## src/rtl/ice40_reset_seq.sv

```systemverilog
`timescale 1ns/1ps
// ice40_reset_seq: sequences core -> cam -> run reset release after POR sync and filtered PLL lock.
// Latency: rst_s_n after SYNC_STAGES edges, then LOCK_FILTER / CAM_DLY / RUN_DLY cycle gaps.
// Backpressure: none; lock loss or soft_rst_req re-arms the sequence from LOCK.
// Ports: clk; resetn (async POR, active low); pll_lock (async); soft_rst_req (sync pulse);
//        core_resetn, cam_resetn, run_resetn, seq_done, seq_state[2:0] (all registered).
module ice40_reset_seq #(
  parameter int unsigned SYNC_STAGES = 2,
  parameter int unsigned LOCK_FILTER = 16,
  parameter int unsigned CAM_DLY     = 1000,
  parameter int unsigned RUN_DLY     = 256,
  parameter int unsigned CNT_W       = 16
) (
  input  logic       clk,
  input  logic       resetn,
  input  logic       pll_lock,
  input  logic       soft_rst_req,
  output logic       core_resetn,
  output logic       cam_resetn,
  output logic       run_resetn,
  output logic       seq_done,
  output logic [2:0] seq_state
);

  typedef enum logic [2:0] {
    ST_RST  = 3'd0,
    ST_LOCK = 3'd1,
    ST_CAM  = 3'd2,
    ST_RUN  = 3'd3,
    ST_DONE = 3'd4
  } state_t;

  localparam logic [CNT_W-1:0] LOCK_LAST = CNT_W'(LOCK_FILTER - 1);
  localparam logic [CNT_W-1:0] CAM_LAST  = CNT_W'(CAM_DLY - 1);
  localparam logic [CNT_W-1:0] RUN_LAST  = CNT_W'(RUN_DLY - 1);
  localparam logic [CNT_W-1:0] CNT_ONE   = CNT_W'(1);

  // ---------------------------------------------------------------------------
  // Reset synchroniser: async assert, deassert after SYNC_STAGES edges.
  // ---------------------------------------------------------------------------
  logic [SYNC_STAGES-1:0] rst_sync_q;
  logic [SYNC_STAGES-1:0] rst_sync_d;
  logic                   rst_s_n;

  always_comb begin
    rst_sync_d = {rst_sync_q[SYNC_STAGES-2:0], 1'b1};
  end

  always_ff @(posedge clk or negedge resetn) begin
    if (!resetn) begin
      rst_sync_q <= '0;
    end else begin
      rst_sync_q <= rst_sync_d;
    end
  end

  assign rst_s_n = rst_sync_q[SYNC_STAGES-1];

  // ---------------------------------------------------------------------------
  // PLL lock synchroniser. Cleared by raw resetn so a lock seen before the
  // reset synchroniser finishes is already stable when the FSM starts.
  // ---------------------------------------------------------------------------
  logic [1:0] lock_sync_q;
  logic [1:0] lock_sync_d;
  logic       lock_s;

  always_comb begin
    lock_sync_d = {lock_sync_q[0], pll_lock};
  end

  always_ff @(posedge clk or negedge resetn) begin
    if (!resetn) begin
      lock_sync_q <= 2'b00;
    end else begin
      lock_sync_q <= lock_sync_d;
    end
  end

  assign lock_s = lock_sync_q[1];

  // ---------------------------------------------------------------------------
  // Sequencer FSM, delay counter and registered outputs, all on rst_s_n.
  // Raw resetn low clears rst_sync_q at once, which in turn clears these
  // flops, so outputs drop without waiting for a clock edge.
  // ---------------------------------------------------------------------------
  state_t           state_q, state_d;
  logic [CNT_W-1:0] cnt_q, cnt_d;
  logic             core_q, core_d;
  logic             cam_q, cam_d;
  logic             run_q, run_d;
  logic             done_q, done_d;
  logic             abort;

  assign abort = soft_rst_req || !lock_s;

  always_comb begin
    state_d = state_q;
    cnt_d   = cnt_q;
    core_d  = core_q;
    cam_d   = cam_q;
    run_d   = run_q;
    done_d  = done_q;

    case (state_q)
      ST_RST: begin
        state_d = ST_LOCK;
        cnt_d   = '0;
      end

      ST_LOCK: begin
        // Filter needs LOCK_FILTER consecutive lock_s cycles; a soft request
        // restarts the filter window.
        if (abort) begin
          cnt_d = '0;
        end else if (cnt_q == LOCK_LAST) begin
          state_d = ST_CAM;
          core_d  = 1'b1;
          cnt_d   = '0;
        end else begin
          cnt_d = cnt_q + CNT_ONE;
        end
      end

      ST_CAM, ST_RUN, ST_DONE: begin
        // Abort is checked first so it wins over a delay expiring on the same edge.
        if (abort) begin
          state_d = ST_LOCK;
          cnt_d   = '0;
          core_d  = 1'b0;
          cam_d   = 1'b0;
          run_d   = 1'b0;
          done_d  = 1'b0;
        end else if (state_q == ST_CAM) begin
          if (cnt_q == CAM_LAST) begin
            state_d = ST_RUN;
            cam_d   = 1'b1;
            cnt_d   = '0;
          end else begin
            cnt_d = cnt_q + CNT_ONE;
          end
        end else if (state_q == ST_RUN) begin
          if (cnt_q == RUN_LAST) begin
            state_d = ST_DONE;
            run_d   = 1'b1;
            done_d  = 1'b1;
            cnt_d   = '0;
          end else begin
            cnt_d = cnt_q + CNT_ONE;
          end
        end else begin
          cnt_d = '0;
        end
      end

      default: begin
        state_d = ST_RST;
        cnt_d   = '0;
        core_d  = 1'b0;
        cam_d   = 1'b0;
        run_d   = 1'b0;
        done_d  = 1'b0;
      end
    endcase
  end

  always_ff @(posedge clk or negedge rst_s_n) begin
    if (!rst_s_n) begin
      state_q <= ST_RST;
      cnt_q   <= '0;
      core_q  <= 1'b0;
      cam_q   <= 1'b0;
      run_q   <= 1'b0;
      done_q  <= 1'b0;
    end else begin
      state_q <= state_d;
      cnt_q   <= cnt_d;
      core_q  <= core_d;
      cam_q   <= cam_d;
      run_q   <= run_d;
      done_q  <= done_d;
    end
  end

  assign core_resetn = core_q;
  assign cam_resetn  = cam_q;
  assign run_resetn  = run_q;
  assign seq_done    = done_q;
  assign seq_state   = state_q;

endmodule
```

## config.mk

```make
export PLATFORM = sky130hd
export DESIGN_NAME = ice40_reset_seq
export DESIGN_NICKNAME = d
export VERILOG_FILES = /design/src/rtl/ice40_reset_seq.sv
export SDC_FILE = /design/constraint.sdc
export NUM_CORES = 1
export LEC_CHECK = 0
export ABC_CLOCK_PERIOD_IN_PS = 2100
export BUFFER_PORTS_ARGS = -buffer_cell sky130_fd_sc_hd__buf_2
export CORE_ASPECT_RATIO = 2
export CORE_MARGIN = 8
export CORE_UTILIZATION = 50
export CTS_BUF_LIST = sky130_fd_sc_hd__clkbuf_16
export CTS_CLUSTER_SIZE = 14
export DETAILED_ROUTE_END_ITERATION = 10
export PLACE_DENSITY = 0.79
export SYNTH_ARGS = -nofsm -noshare
export SYNTH_HDL_FRONTEND = slang
export SYNTH_SLANG_ARGS = --single-unit
export TNS_END_PERCENT = 100
```

## constraint.sdc

```tcl
create_clock -name clk -period 2.1 [get_ports clk]
set_input_delay 0.315 -clock clk [delete_from_list [all_inputs] [get_ports clk]]
set_output_delay 0.315 -clock clk [all_outputs]
set_load 0.02 [all_outputs]
```

Word level (Yosys, flattened, before mapping)
Index checks and enable logic that the tools add are counted.
{"block": "word_totals", "out_inout_bits": 7, "in_bits": 4, "reg_bits": 26}
{"block": "classes", "bitwise_logic": 2, "n_eq_ne": 18, "n_reduce_logical": 9, "addsub": 1, "mux": 29}
{"op": "$mux 16", "n": 7}
{"op": "$pmux 16 s2", "n": 1}
{"op": "$mux 3", "n": 7}
{"op": "$add 16x1->16 const B", "n": 1}
{"op": "$eq 16x10->1 const B", "n": 1}
{"op": "$eq 16x4->1 const B", "n": 1}
{"op": "$eq 16x8->1 const B", "n": 1}
{"op": "$ne 3x3->1 const B", "n": 5}
{"op": "$ne 4x4->1 const B", "n": 3}
{"op": "$mux 1", "n": 10}
{"op": "$pmux 3 s3", "n": 1}
{"op": "$reduce_and 4->1", "n": 2}
{"op": "$eq 3x2->1 const B", "n": 2}
{"op": "$ne 2x2->1 const B", "n": 3}
{"op": "$reduce_and 5->1", "n": 1}
{"op": "$pmux 1 s2", "n": 2}
{"op": "$eq 3x1->1 const B", "n": 1}
{"op": "$eq 3x3->1 const B", "n": 1}
{"op": "$logic_not 3->1", "n": 1}
{"op": "$pmux 1 s3", "n": 1}
{"op": "$reduce_and 3->1", "n": 1}
{"op": "$reduce_or 3->1", "n": 1}
{"op": "$not 1->1", "n": 2}
{"op": "$reduce_or 2->1", "n": 1}
{"op": "2 further kinds", "n": 2}

Logic depth before layout (Yosys ltp)
Gate-level depths: netlist of run 1.
{"block": "depth", "ltp_word": 6, "depth_mapped": 6, "mapped_depth_nobuf": 5}

Worst setup path after synthesis of run 1
Ideal clock, no wire load.
{"block": "synth_path", "path_type": "reg2reg", "start": "register cnt_q[11]", "end": "register state_q[1] (netlist: seq_state[1])", "slack_ns": 0.030, "stages_incl_launch_ff": 6, "arrival_time_ns": 1.937, "required_time_ns": 1.967, "cell_sequence": "dfrtp_1 -> or4_4 -> or4_4 -> a2bb2oi_4 -> buf_6 -> o31ai_2"}
{"block": "synth_between", "elab_chain_len": 3}
{"item": "from (decl)", "line_no": "87", "text": "logic [CNT_W-1:0] cnt_q, cnt_d;"}
{"item": "from (signal assigned)", "line_no": "176", "text": "cnt_q <= cnt_d;"}
{"item": "$eq 16x10->1 (tied with other cells)", "line_no": "134", "text": "if (cnt_q == CAM_LAST) begin"}
{"item": "$ne 4x4->1 (no line) or $ne 2x2->1 (tied branches)"}
{"item": "$reduce_and 5->1 (no line) *"}
{"item": "to (signal assigned)", "line_no": "175", "text": "state_q <= state_d;"}
{"item": "to (decl)", "line_no": "86", "text": "state_t state_q, state_d;"}
Mark *: on every way between the ends. The rest lies on a longest branch, timed or not.
A chain may end at the register's enable or synchronous reset.

Worst setup path in the final report of run 1
{"block": "layout_path", "start": "register cnt_q[11]", "end": "register cnt_q[14]"}
{"block": "layout_between", "elab_chain_len": 6}
{"item": "$add 16x1->16 or $eq 16x8->1 (tied branches)"}
{"item": "$mux 16", "line_no": "142", "text": "if (cnt_q == RUN_LAST) begin"}
{"item": "$mux 16", "line_no": "141", "text": "end else if (state_q == ST_RUN) begin"}
{"item": "$mux 16", "line_no": "133", "text": "end else if (state_q == ST_CAM) begin"}
{"item": "$mux 16", "line_no": "126", "text": "if (abort) begin"}
{"item": "$pmux 16 s2 *", "line_no": "104", "text": "case (state_q)"}
{"item": "named net cnt_d[14]", "line_no": "87"}
The timed path passes the listed nets; every way through them passes the cells marked *.

==> results of run 1 <==
layout make-up:
type / count / area (um2) / area share
multi-input combinational: 98 / 707 / 0.422
sequential: 26 / 651 / 0.388
timing repair buffer: 26 / 185 / 0.110
clock buffer: 3 / 75.1 / 0.0448
tap: 29 / 36.3 / 0.0216
inverter: 5 / 18.8 / 0.0112
clock inverter: 1 / 3.75 / 0.00224
routing by layer:
| metal | vias to the layer above | global-route usage | wire length (um) |
|---|---|---|---|
| li1 | 541 | - | - |
| met1 | 614 | 0.161 | 1300 |
| met2 | 28 | 0.259 | 2100 |
| met3 | 10 | 0.0248 | 114 |
| met4 | 0 | 0.0975 | 133 |
| met5 | - | 0 | 0 |
report_power, final:
part	switching, mW	internal [mW]	total, mW
combinational	0.0142	0.00789	0.0221
sequential	0.0105	0.506	0.517
clock	0.171	0.255	0.426
worst max-delay path, delay by kind of cell (launching register included):
kind | cells | cell delay (ns)
AND/OR/NAND/NOR | 2 | 1.13
AO/OA/AOI/OAI | 2 | 0.29
flip-flops | 1 | 0.39
buffers and inverters | 1 | 0.16
repair_timing:
action | in CTS | in global routing
endpoints found under the setup margin | 1 | 16
pin swaps | 1 | 1
setup buffers | 0 | 1
hold buffers | 1 | 0
hold endpoints to repair | 4 | 0
resized for setup | 0 | 3
worst max-delay path by stage:
stage	startpoint	slack, ns	cells after the start	end
2_1_floorplan	cnt_q[11]$_DFF_PN0_	0.03	5	seq_state[1]$_DFFE_PN0P_
4_1_cts	cnt_q[11]$_DFF_PN0_	0.007	4	cnt_q[14]$_DFF_PN0_
6_report	cnt_q[11]$_DFF_PN0_	0.001	5	cnt_q[14]$_DFF_PN0_
5_1_grt	cnt_q[11]$_DFF_PN0_	-0.05	5	cnt_q[14]$_DFF_PN0_
3_5_place_dp	cnt_q[11]$_DFF_PN0_	0.01	5	cnt_q[14]$_DFF_PN0_
3_3_place_gp	cnt_q[11]$_DFF_PN0_	0.07	5	cnt_q[15]$_DFF_PN0_
kinds of logic (layout without fill, tap and decap cells):
logic type                 Yosys count  count (layout)
DFF                                 26              26
buffers and inverters               11              35
adders and majority gates            1               1
other                                1               1
and+or+nand+nor                     48              48
AOI/OAI and AO/OA                   36              36
xor gates and xnor gates            12              12
state kept, by name, summed over array words and instances (netlist names):
signal / cells
cnt_q: 16
seq_state: 3
lock_sync_q: 2
rst_sync_q: 2
cam_resetn: 1
core_resetn: 1
seq_done: 1
per-stage QoR:
stage / total power, mW / TNS, ns / area, um2
2_1_floorplan: 0.536 / 0 / 1400
3_3_place_gp: 0.545 / 0 / 1560
3_5_place_dp: 0.546 / 0 / 1560
4_1_cts: 0.967 / 0 / 1650
5_1_grt: 0.993 / -0.332 / 1680
6_report: 0.965 / 0 / 1680
cell usage in the layout (no fill, tap or decap), types with 2 or more instances in the layout:
cell	netlist	layout
nand2_1	3	3
dfrtp_1	26	26
nor4_1	3	3
or3b_2	2	2
nor2_1	8	8
or4_4	4	4
xor2_1	2	2
buf_2	0	10
xnor2_1	10	10
buf_4	2	14
or3_1	3	3
nor3_1	5	5
a21oi_2	2	2
nand3_1	7	7
o21ai_0	6	6
clkbuf_16	0	3
a21oi_1	15	15
nand2b_1	2	2
inv_1	5	5
==> summary.txt, run 1 <==
Critical path
  – CP max stage cell: or4_4
  – Critical path class: flop to flop
  – CP max FO: 16
  – CP arrival: 2.24 ns
  – CP endpoint kind: flop
  – CP dominant cell by count: or4_4
  – CP max stage delay: 0.58 ns
  – Startpoint Class: flop
  – Reg2Reg Setup Slack: 0.001 ns
  – Crit Reg-Reg Endpoint: cnt_q[14]$_DFF_PN0_
  – R2R Path Start: cnt_q[11]$_DFF_PN0_
  – FF-to-FF path depth: 5
  – Req. time, crit path: 2.24 ns
  – Sequence of cells on the critical path: or4_4, or4_4, a2bb2oi_4, buf_12, a22oi_1

Final layout
  – # fillers: 226
  – Fin cells: 188
  – P&R area growth vs syn: 20.2%
  – Total Nets Final: 165
  – Proportion of layout cells with a drive suffix above 1: 0.277
  – Core Util, Final: 0.620
  – ANT cells: 0

Timing
  – RSZ-0062 raised after global routing: true
  – # setup viols final: 0
  – Final WS setup: 0.000959 ns
  – Fmax: 476 MHz
  – Fin Clk Skew: 0.00662 ns
  – Fin. Hold Viols: 0
  – Tcrit/Tclk final: 1.00
  – Final Slew Violations: 0
  – Rel. slew slack: 0.385
  – Hold slack: 0.164 ns
  – Tmin final: 2.10 ns
  – Worst-margin pin slew: 0.923 ns

Yosys
  – Xor/xnor share of the synthesized area: 0.0753
  – Net Count, Synth: 140
  – Largest cells by area after synthesis: dfrtp_1 (47%), xnor2_1 (6.3%), a21oi_1 (5.4%), or4_4 (3.2%), nand3_1 (2.5%)
  – Prevailing post-synth register cell: dfrtp_1
  – Synth cell types: 43
  – Compound-Gate Fraction of Synth Area: 0.177
  – Avg Cell Area, Syn: 10.3 um2
  – Largest family of logic cells by synthesized area: simple AND/OR/NAND/NOR gates
  – Async set or reset register ratio after synthesis: 1.00
  – Simple-gate share of the synthesized area: 0.230
  – Post-synthesis cell area: 1400 um2
  – Adder-cell share of the synthesized area: 0.00897
  – Synth Register Bits: 26
  – Number of flops mapped to enable cells by yosys: 0
  – Mux cell area share after synthesis: 0
  – Synth Warn #: 0
  – Yosys top cell by area: dfrtp_1
  – Share of the synthesized area in the top cell type: 0.466
  – Seq/Total Area, Yosys: 0.466
  – Commonest cells post-synth: dfrtp_1 (26), a21oi_1 (15), xnor2_1 (10)
  – Cells after Synth: 135
  – Top-count cell post-synth: dfrtp_1

Clock tree
  – CTS tree: yes
  – Clk pin slew, worst setup/hold paths: 0.07 ns
  – Sink Count: 26
  – Clock insertion delay at the later pin of the skew report: 0.26 ns
  – Num CTS Buffers: 3
  – Clock Path Buffers: 2
  – H-Tree Depth: 1
  – CTS root buf: clkbuf_16

Detailed routing
  – DRT iter0 DRCs: 48
  – Remaining antenna violation count: 0
  – Residual DRC: 0
  – Via Count: 1193
  – Total Wirelength: 3650 um
  – Detailed Routing Iterations Pass 1: 4
  – Routed vias/inst: 6.35
  – Wirelength per Cell: 19.4 um

Power and ir drop
  – PD cells: 576 nW/um2
  – Max VDD drop: 0.558 mV
  – Leakage Power: 0.670 nW

Global route
  – GRT Util Overall: 0.153
  – First-pass GRT wire length: 5770 um
  – Grt total ovfl: 0
  – Largest net degree at the start of global routing: 23
  – Vias in the first global route: 1225
  – Initial antenna violation count: 0

Floorplan
  – Rows: 27
  – Die X: 53.4 um
  – Die height: 90.7 um
  – # IOs: 11
  – Die Footprint: 4840 um2
  – Core Area: 2700 um2
  – Initial Utilization: 0.516

Placed design
  – Placed insts: 182
  – PortBufs: 10
  – Post-DP HPWL: 2560 um
  – Dpl ws: 0.00981 ns
  – Placer Congestion: 0.900

Worst hold path
  – Hold wc startpoint: pll_lock
  – Worst hold-check path type: input pin to flop
  – Hold worst-path end: lock_sync_q[0]$_DFF_PN0_
  – Worst hold path depth: 1

Flow run
  – Max Cap Violations: 0

Run status
  – Status: complete, no violations
(Power assumes the default switching activity.)
==> run 2: changes to the inputs <==
CORE_ASPECT_RATIO = unset   (was 2)
CORE_UTILIZATION = 60   (was 50)
PLACE_DENSITY = 0.91   (was 0.79)
==> summary.txt, run 2 (same netlist as run 1, synthesis figures left out) <==
Run status
  – Status: complete, but fails checks (was complete, no violations)
  – Failing checks: negative setup slack

Critical path
  – Reg2Reg Setup Slack: -0.001 ns (was 0.001 ns)
  – Startpoint Class: flop (unchanged)
  – CP max stage delay: 0.58 ns (about the same)
  – CP max FO: 16 (unchanged)
  – CP dominant cell by count: or4_4 (unchanged)
  – CP arrival: 2.22 ns (was 2.24 ns)
  – CP endpoint kind: flop (unchanged)
  – Req. time, crit path: 2.22 ns (was 2.24 ns)
  – Sequence of cells on the critical path: or4_4, or4_4, a2bb2oi_4, buf_12, a22oi_2 (was or4_4, or4_4, a2bb2oi_4, buf_12, a22oi_1)
  – CP max stage cell: or4_4 (unchanged)
  – Critical path class: flop to flop (unchanged)

Final layout
  – ANT cells: 0 (unchanged)
  – Fin cells: 185 (was 188)
  – P&R area growth vs syn: 19.0% (was 20.2%)
  – Final Cell Area: 1660 um2 (was 1680 um2)
  – Total Nets Final: 163 (was 165)
  – # fillers: 143 (was 226)
  – Most frequent cells in the layout: dfrtp_1 (26), a21oi_1 (15), buf_4 (12), xnor2_1 (10), buf_2 (10) (was dfrtp_1 (26), a21oi_1 (15), buf_4 (14), xnor2_1 (10), buf_2 (10))
  – Multi-input gate area: 707 um2 (unchanged)
  – Sequential Area: 651 um2 (unchanged)
  – Most common cell after layout, fill and taps aside: dfrtp_1 (unchanged)
  – Core Util, Final: 0.751 (was 0.620)
  – Largest register FFs: 16 (unchanged)
  – Most flop-heavy register: cnt_q (unchanged)
  – Proportion of layout cells with a drive suffix above 1: 0.268 (was 0.277)

Floorplan
  – Core Area: 2210 um2 (was 2700 um2)
  – Die X: 64.2 um (was 53.4 um)
  – Die Footprint: 4120 um2 (was 4840 um2)
  – # IOs: 11 (unchanged)
  – Die height: 64.2 um (was 90.7 um)
  – Rows: 17 (was 27)
  – Initial Utilization: 0.631 (was 0.516)

Timing
  – Final Slew Violations: 0 (unchanged)
  – Setup TNS: -0.000967 ns (was 0 ns)
  – Fmax: 476 MHz (about the same)
  – Rel. slew slack: 0.386 (was 0.385)
  – Final WS setup: -0.000967 ns (was 0.000959 ns)
  – Fin Clk Skew: 0.00197 ns (was 0.00662 ns)
  – Tmin final: 2.10 ns (about the same)
  – # setup viols final: 1 (was 0)
  – Tcrit/Tclk final: 1.00 (about the same)
  – RSZ-0062 raised after global routing: true (unchanged)
  – Fin. Hold Viols: 0 (unchanged)
  – Hold slack: 0.165 ns (was 0.164 ns)
  – Worst-margin pin slew: 0.921 ns (was 0.923 ns)

Clock tree
  – CTS root buf: clkbuf_16 (unchanged)
  – Num CTS Buffers: 3 (unchanged)
  – Sink Count: 26 (unchanged)
  – Clk pin slew, worst setup/hold paths: 0.06 ns (was 0.07 ns)
  – Clock insertion delay at the later pin of the skew report: 0.26 ns (about the same)
  – CTS tree: yes (unchanged)
  – H-Tree Depth: 1 (unchanged)
  – Clock Path Buffers: 2 (unchanged)

Placed design
  – PortBufs: 10 (unchanged)
  – Dpl ws: -0.00427 ns (was 0.00981 ns)
  – Placed insts: 179 (was 182)
  – Placer Congestion: 0.910 (was 0.900)
  – Post-DP HPWL: 2240 um (was 2560 um)
  – Placed cell areas: 1550 um2 (was 1560 um2)

Detailed routing
  – Wirelength per Cell: 16.8 um (was 19.4 um)
  – Total Wirelength: 3110 um (was 3650 um)
  – DRT iter0 DRCs: 63 (was 48)
  – Detailed Routing Iterations Pass 1: 4 (unchanged)
  – Remaining antenna violation count: 0 (unchanged)
  – Routed vias/inst: 6.15 (was 6.35)
  – Via Count: 1138 (was 1193)
  – Residual DRC: 0 (unchanged)

Power and ir drop
  – Clk pwr share: 0.437 (was 0.442)
  – Gate power share: 0.022 (was 0.023)
  – NetSw: 0.187 mW (was 0.196 mW)
  – Power Internal: 0.769 mW (about the same)
  – Part of the power in registers: 0.541 (was 0.535)
  – PD cells: 576 nW/um2 (about the same)
  – Total power: 0.956 mW (was 0.965 mW)
  – Max VDD drop: 0.562 mV (was 0.558 mV)
  – Sw Share: 0.196 (was 0.203)
  – Leakage Power: 0.659 nW (was 0.670 nW)

Worst hold path
  – Worst hold-check path type: input pin to flop (unchanged)

Global route
  – Initial antenna violation count: 0 (unchanged)
  – GRT Util Overall: 0.155 (was 0.153)
  – Vias in the first global route: 1148 (was 1225)
  – First-pass GRT wire length: 5110 um (was 5770 um)
  – Largest net degree at the start of global routing: 23 (unchanged)
  – Grt total ovfl: 0 (unchanged)

Flow run
  – Max Cap Violations: 0 (unchanged)
==> run 2: changes by cell type in the layout (fill, tap and decap cells not counted) <==
cell and delta:
buf_4 -2
==> run 2: power by group through the flow <==
stage                     logic [mW]  clock network (mW)  registers, mW
after global placement        0.0174                   0          0.526
after floorplan               0.0121                   0          0.524
final                         0.0214               0.418          0.517
after detailed placement      0.0187                   0          0.527
after CTS                     0.0213               0.432          0.517
after global routing          0.0236               0.444          0.519
==> run 2: cell type report <==
type | count | share of cell area
Tap cell | 28 | 0.0211
Clock buffer | 3 | 0.0452
Timing Repair Buffer | 24 | 0.102
Multi-Input combinational cell | 98 | 0.426
Clock inverter | 1 | 0.00226
Inverter | 5 | 0.0113
Sequential cell | 26 | 0.392
==> run 2: critical path: cells and delay by family (launching register included) <==
kind                   cells  cell delay, ns
AND/OR/NAND/NOR            2            1.13
flip-flops                 1            0.38
buffers and inverters      1            0.16
AO/OA/AOI/OAI              2            0.28
==> run 2: path summary, 6_finish.rpt <==
kind,from,to,depth (start not counted)
worst max-delay path,cnt_q[8]$_DFF_PN0_,cnt_q[15]$_DFF_PN0_,5
worst min-delay path,pll_lock,lock_sync_q[0]$_DFF_PN0_,1
worst max register to register,cnt_q[8]$_DFF_PN0_,cnt_q[15]$_DFF_PN0_,5
worst min register to register,rst_sync_q[0]$_DFF_PN0_,rst_sync_q[1]$_DFF_PN0_,0
max in group asynchronous,rst_sync_q[1]$_DFF_PN0_,seq_state[2]$_DFFE_PN0P_,0
min in group asynchronous,rst_sync_q[1]$_DFF_PN0_,cnt_q[4]$_DFF_PN0_,0
==> run 2: repair_timing <==
item                                    CTS  global route
endpoints found under the setup margin    7             7
hold buffers                              1             0
setup buffers                             0             1
endpoints found under the hold margin     4             0
gates resized for setup                   2             1
pin swaps                                 3             1
==> run 2: per-layer routing <==
| layer | share of wire | global-route usage | wire (um) | vias to the layer above |
|---|---|---|---|---|
| met5 | 0 | 0 | 0 | - |
| met4 | 0.025 | 0.0790 | 78 | 0 |
| met3 | 0.036 | 0.0331 | 113 | 10 |
| met2 | 0.52 | 0.279 | 1610 | 29 |
| met1 | 0.42 | 0.166 | 1300 | 558 |
| li1 | - | - | - | 541 |
==> run 3: changes to the inputs <==
PLACE_DENSITY = 0.79   (was 0.91)
==> summary.txt, run 3 (same netlist as run 1, synthesis figures left out) <==
Detailed routing
  – DRT iter0 DRCs: 41 (was 63)
  – Via Count: 1170 (was 1138)
  – Detailed Routing Iterations Pass 1: 4 (unchanged)
  – Total Wirelength: 3320 um (was 3110 um)
  – Residual DRC: 0 (unchanged)
  – Remaining antenna violation count: 0 (unchanged)
  – Metal2 WL: 1640 um (was 1610 um)
  – Top routing layer used: met4 (unchanged)
  – Routed vias/inst: 6.32 (was 6.15)
  – Wirelength per Cell: 18.0 um (was 16.8 um)
  – Met1 WL: 1350 um (was 1300 um)
  – Met3 wire length: 217 um (was 113 um)

Floorplan
  – Die Footprint: 4120 um2 (unchanged)
  – Rows: 17 (unchanged)
  – Initial Utilization: 0.631 (unchanged)
  – Core Area: 2210 um2 (unchanged)
  – Die X: 64.2 um (unchanged)
  – # IOs: 11 (unchanged)
  – Die height: 64.2 um (unchanged)

Power and ir drop
  – Leakage Power: 0.682 nW (was 0.659 nW)
  – Part of the power in registers: 0.475 (was 0.541)
  – NetSw: 0.194 mW (was 0.187 mW)
  – Gate power share: 0.020 (was 0.022)
  – Sw Share: 0.178 (was 0.196)
  – Power Internal: 0.894 mW (was 0.769 mW)
  – Max VDD drop: 0.608 mV (was 0.562 mV)
  – PD cells: 638 nW/um2 (was 576 nW/um2)
  – Clk pwr share: 0.505 (was 0.437)

Clock tree
  – H-Tree Depth: 1 (unchanged)
  – Clock Path Buffers: 2 (unchanged)
  – Clk pin slew, worst setup/hold paths: 0.06 ns (about the same)
  – CTS tree: yes (unchanged)
  – Num CTS Buffers: 3 (unchanged)
  – CTS root buf: clkbuf_16 (unchanged)
  – Clock insertion delay at the later pin of the skew report: 0.26 ns (about the same)
  – Sink Count: 26 (unchanged)

Flow run
  – Max Cap Violations: 0 (unchanged)

Placed design
  – Dpl ws: 0.0291 ns (was -0.00427 ns)
  – Placer Congestion: 0.934 (was 0.910)
  – Post-DP HPWL: 2140 um (was 2240 um)
  – Placed insts: 178 (was 179)
  – PortBufs: 10 (unchanged)

Global route
  – Initial antenna violation count: 0 (unchanged)
  – Largest net degree at the start of global routing: 23 (unchanged)
  – GRT Util Overall: 0.163 (was 0.155)
  – First-pass GRT wire length: 5290 um (was 5110 um)
  – Grt total ovfl: 0 (unchanged)
  – Vias in the first global route: 1113 (was 1148)

Critical path
  – CP arrival: 2.24 ns (was 2.22 ns)
  – Reg2Reg Setup Slack: -0.02 ns (was -0.001 ns)
  – CP max FO: 16 (unchanged)
  – CP Capture Point: cnt_q[15]$_DFF_PN0_ (unchanged)
  – Critical path class: flop to flop (unchanged)
  – Req. time, crit path: 2.23 ns (was 2.22 ns)
  – Crit Reg-Reg Endpoint: cnt_q[15]$_DFF_PN0_ (unchanged)
  – R2R Path Start: cnt_q[11]$_DFF_PN0_ (was cnt_q[8]$_DFF_PN0_)
  – FF-to-FF path depth: 5 (unchanged)
  – CP endpoint kind: flop (unchanged)
  – Startpoint Class: flop (unchanged)
  – CP startpoint: cnt_q[11]$_DFF_PN0_ (was cnt_q[8]$_DFF_PN0_)

Final layout
  – Most frequent cells in the layout: dfrtp_1 (26), a21oi_1 (15), buf_4 (12), xnor2_1 (10), buf_2 (10) (unchanged)
  – Fin cells: 185 (unchanged)
  – Most flop-heavy register: cnt_q (unchanged)
  – Multi-input gate area: 724 um2 (was 707 um2)
  – Most common cell after layout, fill and taps aside: dfrtp_1 (unchanged)
  – ANT cells: 0 (unchanged)
  – Proportion of layout cells with a drive suffix above 1: 0.280 (was 0.268)
  – Sequential Area: 651 um2 (unchanged)
  – Largest register FFs: 16 (unchanged)
  – Core Util, Final: 0.770 (was 0.751)
  – # fillers: 153 (was 143)
  – P&R area growth vs syn: 22.2% (was 19.0%)
  – Total Nets Final: 163 (unchanged)

Timing
  – RSZ-0062 raised after global routing: true (unchanged)
  – Tmin final: 2.12 ns (was 2.10 ns)
  – Fin. Hold Viols: 0 (unchanged)
  – Fin Clk Skew: 0.00345 ns (was 0.00197 ns)
  – # setup viols final: 4 (was 1)
  – Worst-margin pin slew: 0.880 ns (was 0.921 ns)
  – Tcrit/Tclk final: 1.01 (was 1.00)
  – Final Slew Violations: 0 (unchanged)
  – Fmax: 473 MHz (was 476 MHz)
  – Final WS setup: -0.0151 ns (was -0.000967 ns)
  – Rel. slew slack: 0.414 (was 0.386)

Run status
  – Failing checks: negative setup slack (unchanged)
  – Status: complete, but fails checks (unchanged)

Worst hold path
  – Worst hold-check path type: input pin to flop (unchanged)
run 3: cell count changes in the layout (fill, tap and decap cells not counted):
cell | previous run | this run
a21boi_0 | 1 | 0
a221oi_4 | 0 | 1
a21boi_1 | 0 | 1
a221oi_1 | 1 | 0
clkinv_1 | 1 | 0
bufinv_16 | 0 | 1
run 3: routing by layer:
| layer | global-route usage | up-vias |
|---|---|---|
| met1 | 0.188 | 571 |
| met5 | 0 | - |
| met2 | 0.267 | 46 |
| li1 | - | 541 |
| met3 | 0.0453 | 12 |
| met4 | 0.0872 | 0 |
run 3: final cells by class:
class	count	area share
clock buffer	3	0.0441
clock inverter	1	0.0176
inverter	5	0.0110
multi-input combinational	98	0.425
sequential	26	0.382
tap	28	0.0206
timing repair buffer	24	0.0999
run 3: worst min-delay path by stage:
stage	to	from	slack, ns	cells past startpoint
floorplan	lock_sync_q[0]$_DFF_PN0_	resetn	0.02	0
CTS	lock_sync_q[0]$_DFF_PN0_	pll_lock	0.15	1
detailed placement	lock_sync_q[0]$_DFF_PN0_	resetn	0.12	1
finish	lock_sync_q[0]$_DFF_PN0_	pll_lock	0.15	1
global placement	rst_sync_q[0]$_DFF_PN0_	resetn	0.12	1
global route	lock_sync_q[0]$_DFF_PN0_	pll_lock	0.15	1
run 3: worst max-delay path: stages (launching register included):
cell       delay, ns
dfrtp_1         0.38
or4_4           0.56
or4_4           0.59
a2bb2oi_4       0.21
buf_12          0.16
a22oi_2         0.08
run 3: power groups by stage:
stage,Sequential [mW],Combinational (mW),Clock [mW]
5_1_grt,0.518,0.0239,0.580
4_1_cts,0.517,0.0211,0.558
2_1_floorplan,0.524,0.0121,0
3_5_place_dp,0.526,0.0187,0
6_report,0.517,0.0213,0.550
3_3_place_gp,0.526,0.0176,0
run 3: metrics by stage:
step | cell area, um2 | power [mW] | hold WS, ns | setup TNS [ns]
2_1_floorplan | 1400 | 0.536 | 0.0194 | 0
3_3_place_gp | 1540 | 0.543 | 0.116 | 0
3_5_place_dp | 1540 | 0.545 | 0.122 | 0
4_1_cts | 1660 | 1.10 | 0.149 | -0.00429
5_1_grt | 1700 | 1.12 | 0.145 | -0.354
6_report | 1700 | 1.09 | 0.153 | -0.0364
run 3: timing repair:
action	CTS	global route
gates resized for setup	1	5
buffers inserted	0	2
pin swaps	1	3
hold buffers	1	0
setup endpoints to repair	5	12
hold endpoints to repair	4	0
